`src/rtl/result_check_monitor.sv`:
```
// Snoops the data-memory write bus, arms on a BEGIN symbol written to the test port,
// then checks each result write against an expected-value ROM and reports the outcome.
module result_check_monitor #(
    parameter int                ADDR_W    = 30,
    parameter int                DATA_W    = 32,
    parameter int                IDX_W     = 10,
    parameter int                ERR_W     = 8,
    parameter int                DUR_W     = 16,
    parameter logic [ADDR_W-1:0] TEST_PORT = 30'hFF,
    parameter logic [DATA_W-1:0] BEGIN_SYM = 32'h932,
    parameter logic [IDX_W-1:0]  CHECK_NUM = 10'd149,
    parameter logic [DUR_W-1:0]  TIMEOUT   = 16'hFFFF
) (
    input  logic              clk,
    input  logic              rst,
    input  logic              clear,
    input  logic [ADDR_W-1:0] addr,
    input  logic [DATA_W-1:0] data,
    input  logic              wen,
    output logic [IDX_W-1:0]  exp_idx,
    input  logic [DATA_W-1:0] exp_data,
    output logic [ERR_W-1:0]  error_num,
    output logic [DUR_W-1:0]  duration,
    output logic [IDX_W-1:0]  fail_idx,
    output logic [DATA_W-1:0] fail_data,
    output logic              fail_valid,
    output logic              timed_out,
    output logic              finish,
    output logic              pass
);

    // state  | meaning
    // IDLE   | waiting for BEGIN_SYM on the test port
    // CHECK  | comparing result writes, counting cycles
    // REPORT | results frozen until rst or clear
    typedef enum logic [1:0] {IDLE, CHECK, REPORT} state_t;

    localparam logic [DUR_W-1:0] TO_LAST = TIMEOUT - DUR_W'(1);

    state_t              state_q, state_d;
    logic [IDX_W-1:0]    idx_q, idx_d;
    logic [ERR_W-1:0]    err_q, err_d;
    logic [DUR_W-1:0]    dur_q, dur_d;
    logic [IDX_W-1:0]    fidx_q, fidx_d;
    logic [DATA_W-1:0]   fdata_q, fdata_d;
    logic                fvalid_q, fvalid_d;
    logic                to_q, to_d;
    logic                armed_q;
    logic                hit;

    // A write stalled across several cycles keeps wen high; only its first cycle counts.
    assign hit = wen & armed_q & (addr == TEST_PORT);

    always_ff @(posedge clk or negedge rst) begin
        if (!rst) begin
            state_q  <= IDLE;
            idx_q    <= '0;
            err_q    <= '1;
            dur_q    <= '0;
            fidx_q   <= '0;
            fdata_q  <= '0;
            fvalid_q <= 1'b0;
            to_q     <= 1'b0;
            armed_q  <= 1'b1;
        end else if (clear) begin
            state_q  <= IDLE;
            idx_q    <= '0;
            err_q    <= '1;
            dur_q    <= '0;
            fidx_q   <= '0;
            fdata_q  <= '0;
            fvalid_q <= 1'b0;
            to_q     <= 1'b0;
            armed_q  <= 1'b1;
        end else begin
            state_q  <= state_d;
            idx_q    <= idx_d;
            err_q    <= err_d;
            dur_q    <= dur_d;
            fidx_q   <= fidx_d;
            fdata_q  <= fdata_d;
            fvalid_q <= fvalid_d;
            to_q     <= to_d;
            armed_q  <= ~wen;
        end
    end

    always_comb begin
        state_d  = state_q;
        idx_d    = idx_q;
        err_d    = err_q;
        dur_d    = dur_q;
        fidx_d   = fidx_q;
        fdata_d  = fdata_q;
        fvalid_d = fvalid_q;
        to_d     = to_q;
        case (state_q)
            IDLE: begin
                idx_d    = '0;
                err_d    = '1;
                dur_d    = '0;
                fidx_d   = '0;
                fdata_d  = '0;
                fvalid_d = 1'b0;
                if (hit && data == BEGIN_SYM) begin
                    err_d   = '0;
                    state_d = CHECK;
                end
            end
            CHECK: begin
                if (dur_q != '1) dur_d = dur_q + 1'b1;
                if (idx_q == CHECK_NUM) begin
                    state_d = REPORT;
                end else begin
                    if (hit) begin
                        idx_d = idx_q + 1'b1;
                        if (data != exp_data) begin
                            if (err_q != '1) err_d = err_q + 1'b1;
                            if (!fvalid_q) begin
                                fidx_d   = idx_q;
                                fdata_d  = data;
                                fvalid_d = 1'b1;
                            end
                        end
                    end
                    // A hit landing on the timeout cycle is still scored above.
                    if (TIMEOUT != '0 && dur_q == TO_LAST) begin
                        to_d    = 1'b1;
                        state_d = REPORT;
                    end
                end
            end
            REPORT: ;
            default: state_d = IDLE;
        endcase
    end

    assign exp_idx    = idx_q;
    assign error_num  = err_q;
    assign duration   = dur_q;
    assign fail_idx   = fidx_q;
    assign fail_data  = fdata_q;
    assign fail_valid = fvalid_q;
    assign timed_out  = to_q;
    assign finish     = (state_q == REPORT);
    assign pass       = finish & (err_q == '0) & ~to_q;

endmodule

```
`config.mk`:
```
export PLATFORM = sky130hd
export DESIGN_NAME = result_check_monitor
export DESIGN_NICKNAME = d
export VERILOG_FILES = /design/src/rtl/result_check_monitor.sv
export SDC_FILE = /design/constraint.sdc
export NUM_CORES = 1
export LEC_CHECK = 0
export BUFFER_PORTS_ARGS = -buffer_cell sky130_fd_sc_hd__buf_4
export CELL_PAD_IN_SITES_DETAIL_PLACEMENT = 1
export CELL_PAD_IN_SITES_GLOBAL_PLACEMENT = 2
export CORE_UTILIZATION = 26
export DETAILED_ROUTE_END_ITERATION = 16
export PLACE_DENSITY = 0.78
export SLEW_MARGIN = 20
export SYNTH_ARGS = -nofsm -noshare
export SYNTH_HDL_FRONTEND = slang
export SYNTH_SLANG_ARGS = --single-unit
```
`constraint.sdc`:
```
create_clock -name clk -period 2.24 [get_ports clk]
set_clock_uncertainty 0.1 [all_clocks]
set_input_delay 0.224 -clock clk [delete_from_list [all_inputs] [get_ports clk]]
set_output_delay 0.224 -clock clk [all_outputs]
set_load 0.01 [all_outputs]
```
==> flow_metrics.py, run 1 <==
metrics = {
    "yosys": {
        "synth_cell_types": 53,
        "yosysWarnings": 0,
        "ys_async_sr_fraction_pct": 100,
        "synth_seq_cells": 81,
        "synth_top_flop_cell": "dfrtp_1",
        "syn_avg_cell_area_um2": 9.67,
        "synth_nets": 588,
        "synth-edff-count": 0,
        "synth_area_um2": 4680,
        "seq_area_frac_synth_pct": 43.5,
        "syn_inst": 484,
    },
    "sta": {
        "fin_ws_ns": -0.201,
        "drv_slew": 0,
        "hold_violations": 0,
        "slew_headroom_pct": 47.7,
        "setup_violations": 55,
        "worst_pin_slew_ns": 0.783,
        "fin_crit_sh_pct": 109,
        "min_period_ns": 2.44,
        "timing.setup.tns_ns": -6.95,
        "rsz0062_at_grt": "yes",
        "whs_ns": 0.0491,
        "fmax_mhz": 410,
    },
    "clock_tree": {
        "clock_latency_ns": 0.35,
        "cts_max_level": 3,
        "cts_tree": "built",
        "cts_made_buffers": 9,
        "cts_buffer_depth": 2,
        "cts_sinks": 81,
        "cts_root_buf": "clkbuf_16",
        "clkTransAtPathRegs_ns": 0.07,
    },
    "route": {
        "viasPerCell": 4.84,
        "routed_wl_mm": 18.2,
        "dr_total_vias": 4570,
        "drcViolationCount": 0,
        "ant_nets": 0,
        "wl_per_cell_um": 19.2,
        "drt-initial-drc-count": 182,
        "first_pass_iters": 4,
    },
    "setup_path": {
        "cp_max_fo": 8,
        "crit_family": "buffers and inverters",
        "required_ns": 2.41,
        "startpoint": "armed_q$_DFF_PN1_",
        "crit_chain": "and4_1 > nand4_1 > buf_6 > o41a_4 > nor3_4 > buf_4 > clkbuf_16 > mux2i_1",
        "reg2regPathDepth": 8,
        "path_depth": 8,
        "worstSetupEndpoint": "fail_data[21]$_DFFE_PN0P_",
        "cp.buffers_inverters": 3,
        "worstSetupPathType": "flop to flop",
        "critPathMaxStageDelay_ns": 0.51,
        "end_kind": "flop",
        "startpoint_type": "flop",
        "r2r_slack_ns": -0.20,
        "worst_ep_arrival_time_ns": 2.61,
        "r2r_start": "armed_q$_DFF_PN1_",
        "critPathSlowestCell": "dfstp_2",
        "r2r-end": "fail_data[21]$_DFFE_PN0P_",
    },
    "place": {
        "gp_congestion": 0.907,
        "port_buffers": 177,
        "dp_hpwl_mm": 13.7,
    },
    "floorplanning": {
        "die_h_um": 136,
        "top_level_ports": 178,
        "rows": 48,
        "coreArea_um2": 17400,
        "fp.dieW_um": 136,
        "initial_core_util_pct": 26.9,
        "die_area_um2": 18500,
    },
    "pwr": {
        "power_leakage_nw": 3.52,
        "p_per_area_nw_per_um2": 461,
        "irDropWorstVdd_v": 0.000432,
    },
    "global_routing": {
        "grt_first_pass_wirelength_mm": 28.1,
        "antenna_found_initial": 0,
        "grt_max_degree": 44,
        "grtUsageTotal_pct": 20.1,
        "grt_pass1_vias": 5070,
        "overflow": 0,
    },
    "finish": {
        "final_nets": 819,
        "mostFrequentLayoutCells": "buf_4, nand2_1, dfrtp_1",
        "syn_to_final_growth_pct": 53.8,
        "drive_gt1_share_pct": 42.6,
        "nFillCells": 2027,
        "final_util_pct": 41.3,
        "n_antenna_cell": 0,
        "final_common_cell": "buf_4",
    },
    "job": {
        "cap_violations": 0,
    },
    "hold_path": {
        "hold_path_class": "input port to flop",
    },
    "status": {
        "outcome": "finished, violations left",
        "violations": "negative setup slack",
    },
}
-- kinds of logic after synthesis --
group | share of synthesized area, %
multiplexers | 9.62
buffers and inverters | 3.21
adder cells (fa/ha/maj) | 1.60
XOR/XNOR | 8.61
flip-flops | 43.5
AO/OA/AOI/OAI | 9.06
AND/OR/NAND/NOR | 24.4
-- where the power goes --
| part | switching, mW | total, mW | internal, mW | leakage [nW] |
|---|---|---|---|---|
| combinational | 0.145 | 0.318 | 0.173 | 2.28 |
| clock | 0.660 | 1.53 | 0.874 | 0.140 |
| sequential | 0.000743 | 1.47 | 1.47 | 1.10 |
-- how the worst min path moves through the flow --
stage | from | to | cells past startpoint
after floorplan | rst | duration[0]$_DFFE_PN0P_ | 0
after global placement | rst | fail_data[31]$_DFFE_PN0P_ | 1
after detailed placement | rst | fail_data[31]$_DFFE_PN0P_ | 1
after CTS | data[11] | fail_data[11]$_DFFE_PN0P_ | 3
after global routing | data[23] | fail_data[23]$_DFFE_PN0P_ | 3
final | data[23] | fail_data[23]$_DFFE_PN0P_ | 3
-- per-layer routing --
| metal | global-route usage (%) | vias up | share of wire [%] |
|---|---|---|---|
| met3 | 2.61 | 23 | 3.6 |
| met2 | 34.8 | 112 | 51 |
| met4 | 8.33 | 0 | 2.4 |
| li1 | - | 2162 | - |
| met1 | 25.0 | 2273 | 43 |
| met5 | 0 | - | 0 |
-- repair_timing --
item                       CTS  global route
pin swaps                    3             6
hold buffers                 2             0
hold endpoints to repair    73             0
cloned                       1             2
resized for setup           24            21
setup buffers                3             4
setup endpoints to repair   56            67
-- state kept, by name, indices dropped and copies added (netlist names) --
register / count
fail_data: 32
state_q: 2
exp_idx: 10
fail_idx: 10
fail_valid: 1
duration: 16
armed_q: 1
error_num: 8
timed_out: 1
-- metrics by stage --
stage	total power, mW	area, um2	setup slack, ns	cells
final	3.32	7200	-0.201	945
after global placement	1.80	6620	-0.275	918
after floorplan	1.55	4690	-0.0333	484
after CTS	3.37	7050	-0.195	939
after global routing	3.46	7200	-0.288	945
after detailed placement	1.81	6620	-0.361	918
-- final cells by class --
class                           instances  area (um2)  share of cell area, %
Multi-Input combinational cell        375        2640                   36.7
Sequential cell                        81        2040                   28.3
Timing Repair Buffer                  241        1910                   26.5
Tap cell                              225         282                   3.91
Clock buffer                            9         225                   3.13
Clock inverter                          7        77.6                   1.08
Inverter                                7        26.3                  0.365
-- synthesized netlist by cell type (all sizes together), types with 5 or more instances --
library cell  instances  area (um2)
a21oi                11        58.8
nor3                  9        56.3
nor4                 19         153
nand4                12        81.3
nor2                 27         101
and3                  8        50.1
dfstp                 9         236
clkbuf               17        63.8
nand3                 6        30.0
xor2                 43         377
o21ai                24         120
dfrtp                72        1800
nand2               103         387
ha                    6        75.1
a31oi                 8        50.1
inv                   7        26.3
mux2i                42         420
nand2b                5        31.3
-- worst register-to-register path, stage by stage (launching register included) --
cell and delay [ns]:
dfstp_2 0.51, and4_1 0.16, nand4_1 0.19, buf_6 0.21
o41a_4 0.48, nor3_4 0.15, buf_4 0.18, clkbuf_16 0.18
mux2i_1 0.21
Power figures use the tool's default switching activity.
==> run 2, diff against run 1 <==
ABC_CLOCK_PERIOD_IN_PS = 2240   (was not set)
SETUP_SLACK_MARGIN = 0.2   (was not set)
==> flow_metrics.py, run 2 (same netlist as run 1, synthesis figures left out) <==
metrics = {
    "status": {
        "outcome": "finished, violations left",
        "violations": "negative setup slack",
    },
    "setup_path": {
        "worst_ep_arrival_time_ns": 2.59,
        "end_kind": "flop",
        "cp_max_fo": 8,
        "required_ns": 2.40,
        "r2r_start": "armed_q$_DFF_PN1_",
        "startpoint": "armed_q$_DFF_PN1_",
        "worstSetupPathType": "flop to flop",
        "startpoint_type": "flop",
    },
    "route": {
        "drt-initial-drc-count": 225,
        "wl_per_cell_um": 18.6,
        "viasPerCell": 4.82,
        "first_pass_iters": 4,
        "dr_total_vias": 4575,
        "routed_wl_mm": 17.6,
        "drcViolationCount": 0,
        "ant_nets": 0,
    },
    "finish": {
        "drive_gt1_share_pct": 43.0,
        "multi_input_area_um2": 2680,
        "final_common_cell": "buf_4",
        "seq_area_um2": 2040,
        "mostFrequentLayoutCells": "buf_4, nand2_1, dfrtp_1",
        "final_util_pct": 41.7,
        "nFillCells": 1993,
        "instances_no_fill": 949,
        "n_antenna_cell": 0,
        "largest_register_ffs": 32,
        "final_nets": 823,
        "syn_to_final_growth_pct": 55.0,
    },
    "sta": {
        "setup_violations": 56,
        "hold_violations": 0,
        "fin_ws_ns": -0.181,
        "fmax_mhz": 413,
        "rsz0062_at_grt": "yes",
        "worst_pin_slew_ns": 0.768,
        "drv_slew": 0,
        "min_period_ns": 2.42,
        "fin_crit_sh_pct": 108,
        "slew_headroom_pct": 48.7,
        "timing.setup.tns_ns": -7.17,
    },
    "floorplanning": {
        "die_area_um2": 18500,
        "fp.dieW_um": 136,
        "coreArea_um2": 17400,
        "die_h_um": 136,
        "initial_core_util_pct": 26.9,
        "rows": 48,
        "top_level_ports": 178,
    },
    "hold_path": {
        "hold_path_class": "input port to flop",
        "hp-start": "data[1]",
    },
    "pwr": {
        "p_per_area_nw_per_um2": 444,
        "irDropWorstVdd_v": 0.000405,
        "power_leakage_nw": 3.52,
    },
    "clock_tree": {
        "cts_buffer_depth": 2,
        "clock_latency_ns": 0.34,
        "cts_made_buffers": 9,
        "cts_max_level": 3,
        "cts_root_buf": "clkbuf_16",
        "clkTransAtPathRegs_ns": 0.07,
        "cts_sinks": 81,
        "cts_tree": "built",
    },
    "place": {
        "gp_congestion": 0.902,
        "place_worst_setup_slack_ns": -0.268,
        "dp.cells": 915,
        "dp_hpwl_mm": 13.2,
        "port_buffers": 177,
    },
    "global_routing": {
        "grt_first_pass_wirelength_mm": 27.3,
        "grt_pass1_vias": 4922,
        "grt_max_degree": 45,
        "overflow": 0,
        "antenna_found_initial": 0,
        "grtUsageTotal_pct": 19.4,
    },
    "job": {
        "cap_violations": 0,
    },
}
-- run 2: power breakdown --
| group | switching, mW | internal [mW] |
|---|---|---|
| Sequential | 0.000762 | 1.47 |
| Combinational | 0.141 | 0.176 |
| Clock | 0.618 | 0.817 |
| Total | 0.761 | 2.46 |
-- run 2: stage by stage --
step	hold WS, ns	area [um2]	power, mW
final	0.0548	7260	3.22
after global placement	0.132	6600	1.81
after detailed placement	0.136	6600	1.81
after CTS	0.0458	7090	3.27
after global routing	0.0549	7260	3.36
after floorplan	-0.172	4690	1.55
-- run 2: cell type report --
class	count	area share [%]
inverter	7	0.362
clock inverter	3	0.328
timing repair buffer	245	26.9
tap	225	3.88
sequential	81	28.1
clock buffer	13	3.59
multi-input combinational	375	36.9
-- run 2: final timing paths --
path | to | slack (ns) | depth (start not counted)
worst min register to register | duration[14]$_DFFE_PN0P_ | 0.42 | 1
worst max-delay path | fail_data[2]$_DFFE_PN0P_ | -0.18 | 8
min in group asynchronous | fail_data[24]$_DFFE_PN0P_ | 0.29 | 2
worst min-delay path | fail_data[1]$_DFFE_PN0P_ | 0.05 | 3
worst max register to register | fail_data[2]$_DFFE_PN0P_ | -0.18 | 8
max in group asynchronous | error_num[3]$_DFFE_PN1P_ | 1.05 | 3
-- run 2: layer usage --
| metal | share of wire (%) | vias up | wire, um | track usage [%] |
|---|---|---|---|---|
| li1 | - | 2169 | - | - |
| met1 | 44 | 2271 | 7690 | 24.5 |
| met2 | 50 | 113 | 8770 | 33.0 |
| met3 | 4.5 | 22 | 792 | 3.47 |
| met4 | 2.1 | 0 | 368 | 6.79 |
| met5 | 0 | - | 0 | 0 |
-- run 2: timing repair --
| action | CTS | global route |
|---|---|---|
| setup buffers | 7 | 6 |
| setup endpoints to repair | 63 | 68 |
| resized for setup | 37 | 22 |
| hold buffers | 2 | 0 |
| pin swaps | 13 | 10 |
| hold endpoints to repair | 37 | 0 |
| gates cloned | 2 | 1 |
-- run 2: worst max-delay path: stages (launching register included) --
cell	delay, ns
dfstp_2	0.51
and4_1	0.15
nand4_1	0.18
buf_6	0.20
o41a_4	0.47
nor3_4	0.16
buf_4	0.19
clkbuf_16	0.17
mux2i_1	0.20
